File: src/rtl/rpn_pkg.sv
// Shared definitions for the RPN executor: operator codes, error codes,
// ALU operand-count encodings and the controller state encoding.
package rpn_pkg;

   localparam int unsigned OP_W  = 4;
   localparam int unsigned ERR_W = 3;

   // Operator codes presented on in_op / alu_op
   localparam logic [OP_W-1:0] OP_ADD = 4'd0;
   localparam logic [OP_W-1:0] OP_SUB = 4'd1;
   localparam logic [OP_W-1:0] OP_MUL = 4'd2;
   localparam logic [OP_W-1:0] OP_DIV = 4'd3;
   localparam logic [OP_W-1:0] OP_POP = 4'd4;

   // Operand counts reported by the external ALU
   localparam logic [1:0] ARGS_NONE   = 2'd0;
   localparam logic [1:0] ARGS_POP    = 2'd1;
   localparam logic [1:0] ARGS_BINARY = 2'd2;

   // Error codes reported on err_code
   localparam logic [ERR_W-1:0] ERR_NONE       = 3'd0;
   localparam logic [ERR_W-1:0] ERR_OVERFLOW   = 3'd1;
   localparam logic [ERR_W-1:0] ERR_UNDERFLOW  = 3'd2;
   localparam logic [ERR_W-1:0] ERR_UNKNOWN_OP = 3'd3;
   localparam logic [ERR_W-1:0] ERR_DIV_ZERO   = 3'd4;

   typedef enum logic [1:0] {
      ST_IDLE  = 2'd0,
      ST_EXEC  = 2'd1,
      ST_WRITE = 2'd2
   } state_t;

endpackage

File: src/rtl/rpn_stack.sv
// Operand stack for the RPN executor. Pops and a push may be combined in
// one cycle (pop two, push one is the binary-operator write-back).
module rpn_stack #(
   parameter int unsigned DEPTH = 8,
   parameter int unsigned W     = 16
) (
   input  logic                   clk,
   input  logic                   rst,
   input  logic                   push,
   input  logic                   pop2,
   input  logic                   pop1,
   input  logic [W-1:0]           wdata,
   output logic [W-1:0]           top,
   output logic [W-1:0]           next,
   output logic [$clog2(DEPTH):0] depth
);

   localparam int unsigned AW = $clog2(DEPTH);
   localparam int unsigned DW = AW + 1;

   logic [W-1:0]  mem [DEPTH];
   logic [DW-1:0] cnt_q;
   logic [DW-1:0] cnt_d;
   logic [AW-1:0] wr_idx;

   // Occupancy after this cycle's pops and push; a push lands on the new top
   always_comb begin
      cnt_d = cnt_q;
      if (pop2) begin
         cnt_d = cnt_q - DW'(2);
      end else if (pop1) begin
         cnt_d = cnt_q - DW'(1);
      end
      if (push) begin
         cnt_d = cnt_d + DW'(1);
      end
      wr_idx = AW'(cnt_d - DW'(1));
   end

   // Occupancy counter doubles as the stack pointer
   always_ff @(posedge clk or posedge rst) begin
      if (rst) begin
         cnt_q <= '0;
      end else begin
         cnt_q <= cnt_d;
      end
   end

   // Entry storage; contents above the pointer are don't-care
   always_ff @(posedge clk) begin
      if (push) begin
         mem[wr_idx] <= wdata;
      end
   end

   assign top   = (cnt_q >= DW'(1)) ? mem[AW'(cnt_q - DW'(1))] : '0;
   assign next  = (cnt_q >= DW'(2)) ? mem[AW'(cnt_q - DW'(2))] : '0;
   assign depth = cnt_q;

endmodule

File: src/rtl/rpn_exec.sv
// RPN token executor driving an external combinational ALU.
// Optional feature macro: RPN_EXEC_DIV0_CHECK_EN rejects DIV by zero with
// err_code 4 instead of pushing the ALU's answer.
module rpn_exec
   import rpn_pkg::*;
#(
   parameter int unsigned DEPTH = 8,
   parameter int unsigned W     = 16
) (
   input  logic                   clk,
   input  logic                   rst,
   input  logic                   in_valid,
   output logic                   in_ready,
   input  logic                   in_is_num,
   input  logic [W-1:0]           in_num,
   input  logic [OP_W-1:0]        in_op,
   output logic [OP_W-1:0]        alu_op,
   output logic [W-1:0]           alu_left,
   output logic [W-1:0]           alu_right,
   input  logic [W-1:0]           alu_ans,
   input  logic [1:0]             alu_arg_cnt,
   output logic                   res_valid,
   output logic [W-1:0]           res_data,
   output logic                   err_valid,
   output logic [ERR_W-1:0]       err_code,
   output logic [$clog2(DEPTH):0] depth
);

   localparam int unsigned DW = $clog2(DEPTH) + 1;

   state_t            state_q, state_d;
   logic              ready_q;
   logic              res_valid_q, res_valid_d;
   logic [W-1:0]      res_data_q, res_data_d;
   logic              err_valid_q, err_valid_d;
   logic [ERR_W-1:0]  err_code_q, err_code_d;
   logic [OP_W-1:0]   alu_op_q, alu_op_d;
   logic [1:0]        arg_cnt_q, arg_cnt_d;
   logic [W-1:0]      ans_q, ans_d;
   logic              push, pop2, pop1;
   logic [W-1:0]      wdata;
   logic              div_zero;

   // Divide-by-zero detection exists only when the check is built in
`ifdef RPN_EXEC_DIV0_CHECK_EN
   assign div_zero = (alu_op_q == OP_DIV) && (alu_right == '0);
`else
   assign div_zero = 1'b0;
`endif

   rpn_stack #(
      .DEPTH (DEPTH),
      .W     (W)
   ) u_stack (
      .clk   (clk),
      .rst   (rst),
      .push  (push),
      .pop2  (pop2),
      .pop1  (pop1),
      .wdata (wdata),
      .top   (alu_right),
      .next  (alu_left),
      .depth (depth)
   );

   // Next state, stack controls and next output values
   always_comb begin
      state_d     = state_q;
      res_valid_d = 1'b0;
      res_data_d  = res_data_q;
      err_valid_d = 1'b0;
      err_code_d  = err_code_q;
      alu_op_d    = alu_op_q;
      arg_cnt_d   = arg_cnt_q;
      ans_d       = ans_q;
      push        = 1'b0;
      pop2        = 1'b0;
      pop1        = 1'b0;
      wdata       = in_num;

      case (state_q)
         ST_IDLE: begin
            if (in_valid) begin
               if (in_is_num) begin
                  // A full stack consumes and drops the number
                  if (depth == DW'(DEPTH)) begin
                     err_valid_d = 1'b1;
                     err_code_d  = ERR_OVERFLOW;
                  end else begin
                     push = 1'b1;
                  end
               end else begin
                  alu_op_d = in_op;
                  state_d  = ST_EXEC;
               end
            end
         end

         ST_EXEC: begin
            arg_cnt_d = alu_arg_cnt;
            ans_d     = alu_ans;
            if (DW'(alu_arg_cnt) > depth) begin
               err_valid_d = 1'b1;
               err_code_d  = ERR_UNDERFLOW;
               state_d     = ST_IDLE;
            end else if ((alu_arg_cnt != ARGS_POP) && (alu_arg_cnt != ARGS_BINARY)) begin
               err_valid_d = 1'b1;
               err_code_d  = ERR_UNKNOWN_OP;
               state_d     = ST_IDLE;
            end else if (div_zero) begin
               err_valid_d = 1'b1;
               err_code_d  = ERR_DIV_ZERO;
               state_d     = ST_IDLE;
            end else begin
               state_d = ST_WRITE;
            end
         end

         ST_WRITE: begin
            res_valid_d = 1'b1;
            state_d     = ST_IDLE;
            if (arg_cnt_q == ARGS_BINARY) begin
               pop2       = 1'b1;
               push       = 1'b1;
               wdata      = ans_q;
               res_data_d = ans_q;
            end else begin
               pop1       = 1'b1;
               res_data_d = alu_right;
            end
         end

         default: begin
            state_d = ST_IDLE;
         end
      endcase
   end

   // State and registered outputs
   always_ff @(posedge clk or posedge rst) begin
      if (rst) begin
         state_q     <= ST_IDLE;
         ready_q     <= 1'b1;
         res_valid_q <= 1'b0;
         res_data_q  <= '0;
         err_valid_q <= 1'b0;
         err_code_q  <= ERR_NONE;
         alu_op_q    <= '0;
         arg_cnt_q   <= ARGS_NONE;
         ans_q       <= '0;
      end else begin
         state_q     <= state_d;
         ready_q     <= (state_d == ST_IDLE);
         res_valid_q <= res_valid_d;
         res_data_q  <= res_data_d;
         err_valid_q <= err_valid_d;
         err_code_q  <= err_code_d;
         alu_op_q    <= alu_op_d;
         arg_cnt_q   <= arg_cnt_d;
         ans_q       <= ans_d;
      end
   end

   assign in_ready  = ready_q;
   assign res_valid = res_valid_q;
   assign res_data  = res_data_q;
   assign err_valid = err_valid_q;
   assign err_code  = err_code_q;
   assign alu_op    = alu_op_q;

endmodule

File: config.mk
export PLATFORM = sky130hd
export DESIGN_NAME = rpn_exec
export DESIGN_NICKNAME = d
export VERILOG_FILES = /design/src/rtl/rpn_pkg.sv /design/src/rtl/rpn_stack.sv /design/src/rtl/rpn_exec.sv
export SDC_FILE = /design/constraint.sdc
export NUM_CORES = 1
export LEC_CHECK = 0
export CAP_MARGIN = 20
export CORE_MARGIN = 8
export CORE_UTILIZATION = 48
export DETAILED_ROUTE_END_ITERATION = 16
export MAX_ROUTING_LAYER = met4
export PLACE_DENSITY = 0.67
export SYNTH_ARGS = -nofsm -noshare
export SYNTH_HDL_FRONTEND = slang
export SYNTH_SLANG_ARGS = --single-unit
File: constraint.sdc
create_clock -name clk -period 11.9 [get_ports clk]
set_input_delay 2.38 -clock clk [delete_from_list [all_inputs] [get_ports clk]]
set_output_delay 2.38 -clock clk [all_outputs]
set_load 0.02 [all_outputs]
==> out/results.ini <==
[placement]
gp_congestion=0.771
place_hpwl_mm=13.4
io_buffers=102

[global_routing]
grt_overflow=0
grt_pass1_wl_mm=31.3
antenna_found_initial=0
grt.total_usage=0.195
grt_pass1_vias=5253
grt_max_degree=53

[die]
dieArea_um2=22100
core_area_um2=17200
die_h_um=149
rows=48
io_pins=104
initial_core_util=0.490
die-width_um=149

[clock_tree]
cts_tree=done
insertion_delay_ps=430
cts-root-buf=clkbuf_16
clk_path_buf_depth=2
cts_sinks=177
cts_setup_buffers=0
cts_hold_buf=0
htreeDepth=4
clk_pin_slew_ps=60
numCtsBuffers=17
cts-resized-gates=0

[sta]
fin_crit_sh=0.527
fin_skew_ps=14.9
finalWorstPathRequiredPeriod_ps=6280
fmax_mhz=159
tightest_slew_ps=1050
slew_headroom=0.297
setup_violations=0
rsz0062_at_grt=no
hold_viol_final=0
setup_tns_ps=0
report.final.slew_viol_count=0

[setup_path]
cp_top_family=buffers and inverters
path_class=register to output port
worst-path-buf-inv=3
max_stage_delay_ps=1000
critical_path.max_fanout=38
path_cells=buf_4 -> inv_1 -> ha_2 -> mux4_2 -> mux2i_1 -> nor2_1 -> clkdlybuf4s50_1
crit_required_ps=9520
cp_slowest_cell=ha_2
critPathLaunchType=register
arrival_ps=3900
endpoint_kind=output port

[route]
dr.pass1.iters=5
drcViolationCount=0
postRouteAntennaNets=0
routedWlPerCell_um=23.4
viasPerCell=5.93
wirelength_mm=20.2
vias=5115
drtIter0Drc=387

[logic_synthesis]
synth_edf_count=128
synth_warnings=0
synth.cell_area_um2=8450
synth-main-ff-cell=edfxtp_1
ys_seq_elements=177
post_synth_num_cell_types=51
synthesis.nets=578
seq_area_frac_synth=0.600
syn-instance-count=527
syn-mean-instance-area_um2=16.0
synth_async_sr_flop_share=0.277

[hold_path]
hp-class=register to register

[power_and_ir_drop]
power_density_nw_per_um2=287
peakVddDrop_mv=0.129
p_total_uw=2970
leakage_uw=0.00368

[run]
maxCapViolCount=0

[cells_and_area]
layout.nets=676
fill_cells=1284
final_cell_mix=128 x edfxtp_1, 102 x clkdlybuf4s50_1, 64 x mux4_2
drive_gt1_frac=0.237
mostFrequentLayoutCell=edfxtp_1
area_growth_pct=22.7
diodes=0

[outcome]
status=complete, no violations

-- power breakdown --
group          internal [uW]  switching, uW  leakage [uW]
logic                    735            813       0.00164
clock network            335            235      0.000290
registers                779           77.4       0.00175
total                   1850           1130       0.00368
-- cells by family (layout without fill, tap and decap cells) --
| logic type | Yosys count | after routing | share of synthesized area |
|---|---|---|---|
| flip-flops | 177 | 177 | 0.600 |
| AND/OR/NAND/NOR | 139 | 139 | 0.0816 |
| multiplexers | 118 | 118 | 0.238 |
| buffers and inverters | 44 | 155 | 0.0261 |
| AO/OA/AOI/OAI | 33 | 33 | 0.0326 |
| adder cells (fa/ha/maj) | 9 | 9 | 0.0133 |
| XOR/XNOR | 6 | 6 | 0.00800 |
| other | 1 | 1 | 0.000444 |
-- layout make-up --
cell class,instances,area (um2),share of cell area
repair buffers,114,1120,0.108
well taps,225,282,0.0272
inverters,9,38.8,0.00374
clock inverters,13,175,0.0169
clock buffers,19,433,0.0418
flip-flops and latches,177,5070,0.490
multi-input cells,306,3240,0.312
-- Yosys cell counts, drive strengths merged, types with 2 or more instances --
cell type  instances  area share
a211oi             2      0.0018
nand2             57       0.026
xnor2              4      0.0050
mux2i             32       0.038
nor3              20       0.012
edfxtp           128        0.45
nand3              3      0.0018
o21ai              3      0.0018
nor4b              3      0.0053
or3                2      0.0021
dfrtp             48        0.14
mux4              64        0.17
nor2b              2      0.0015
nor2              36       0.016
mux2              22       0.029
nand2b             5      0.0037
a221o             16       0.019
buf               17       0.013
nand3b             3      0.0027
inv                9      0.0046
xor2               2      0.0030
a21oi              6      0.0040
clkbuf            18      0.0080
ha                 9       0.013
-- metrics by stage --
stage,hold WS [ps],cell area (um2),util,instances,setup slack (ps)
4_1_cts,500,10300,0.600,862,5560
2_1_floorplan,477,8450,-,527,6690
3_5_place_dp,483,9740,0.565,830,6070
6_report,486,10400,0.601,863,5620
3_3_place_gp,460,9740,0.565,830,6080
5_1_grt,516,10400,0.601,863,5420
-- worst min-delay path, stage by stage (launching register included) --
cell and delay [ps]:
dfrtp_1 350, nand2_1 50, nand2_1 60
-- state kept, by name, indices dropped and copies added (netlist names) --
signal         cells
err_valid          1
in_ready           1
res_data          16
alu_op             4
u_stack.mem      128
res_valid          1
ans_q             16
u_stack.depth      4
err_code           2
state_q            2
arg_cnt_q          2
-- layer usage --
metal | share of wire | global-route usage | up-vias
li1 | - | - | 2267
met1 | 0.44 | 0.262 | 2621
met2 | 0.47 | 0.296 | 200
met3 | 0.068 | 0.0362 | 27
met4 | 0.017 | 0.0632 | 0
met5 | 0 | - | -
-- worst paths after layout --
| kind | start | endpoint | cells past startpoint | slack (ps) |
|---|---|---|---|---|
| worst max-delay path | u_stack.depth[1] | alu_right[14] | 7 | 5620 |
| worst min-delay path | err_code[1] | err_code[1] | 2 | 490 |
| worst max register to register | u_stack.depth[1] | u_stack.mem[3][9] | 10 | 7230 |
| worst min register to register | err_code[1] | err_code[1] | 2 | 490 |
| max in group asynchronous | rst | in_ready | 3 | 9090 |
| min in group asynchronous | rst | ans_q[6] | 2 | 2240 |
(Power assumes the default switching activity.)
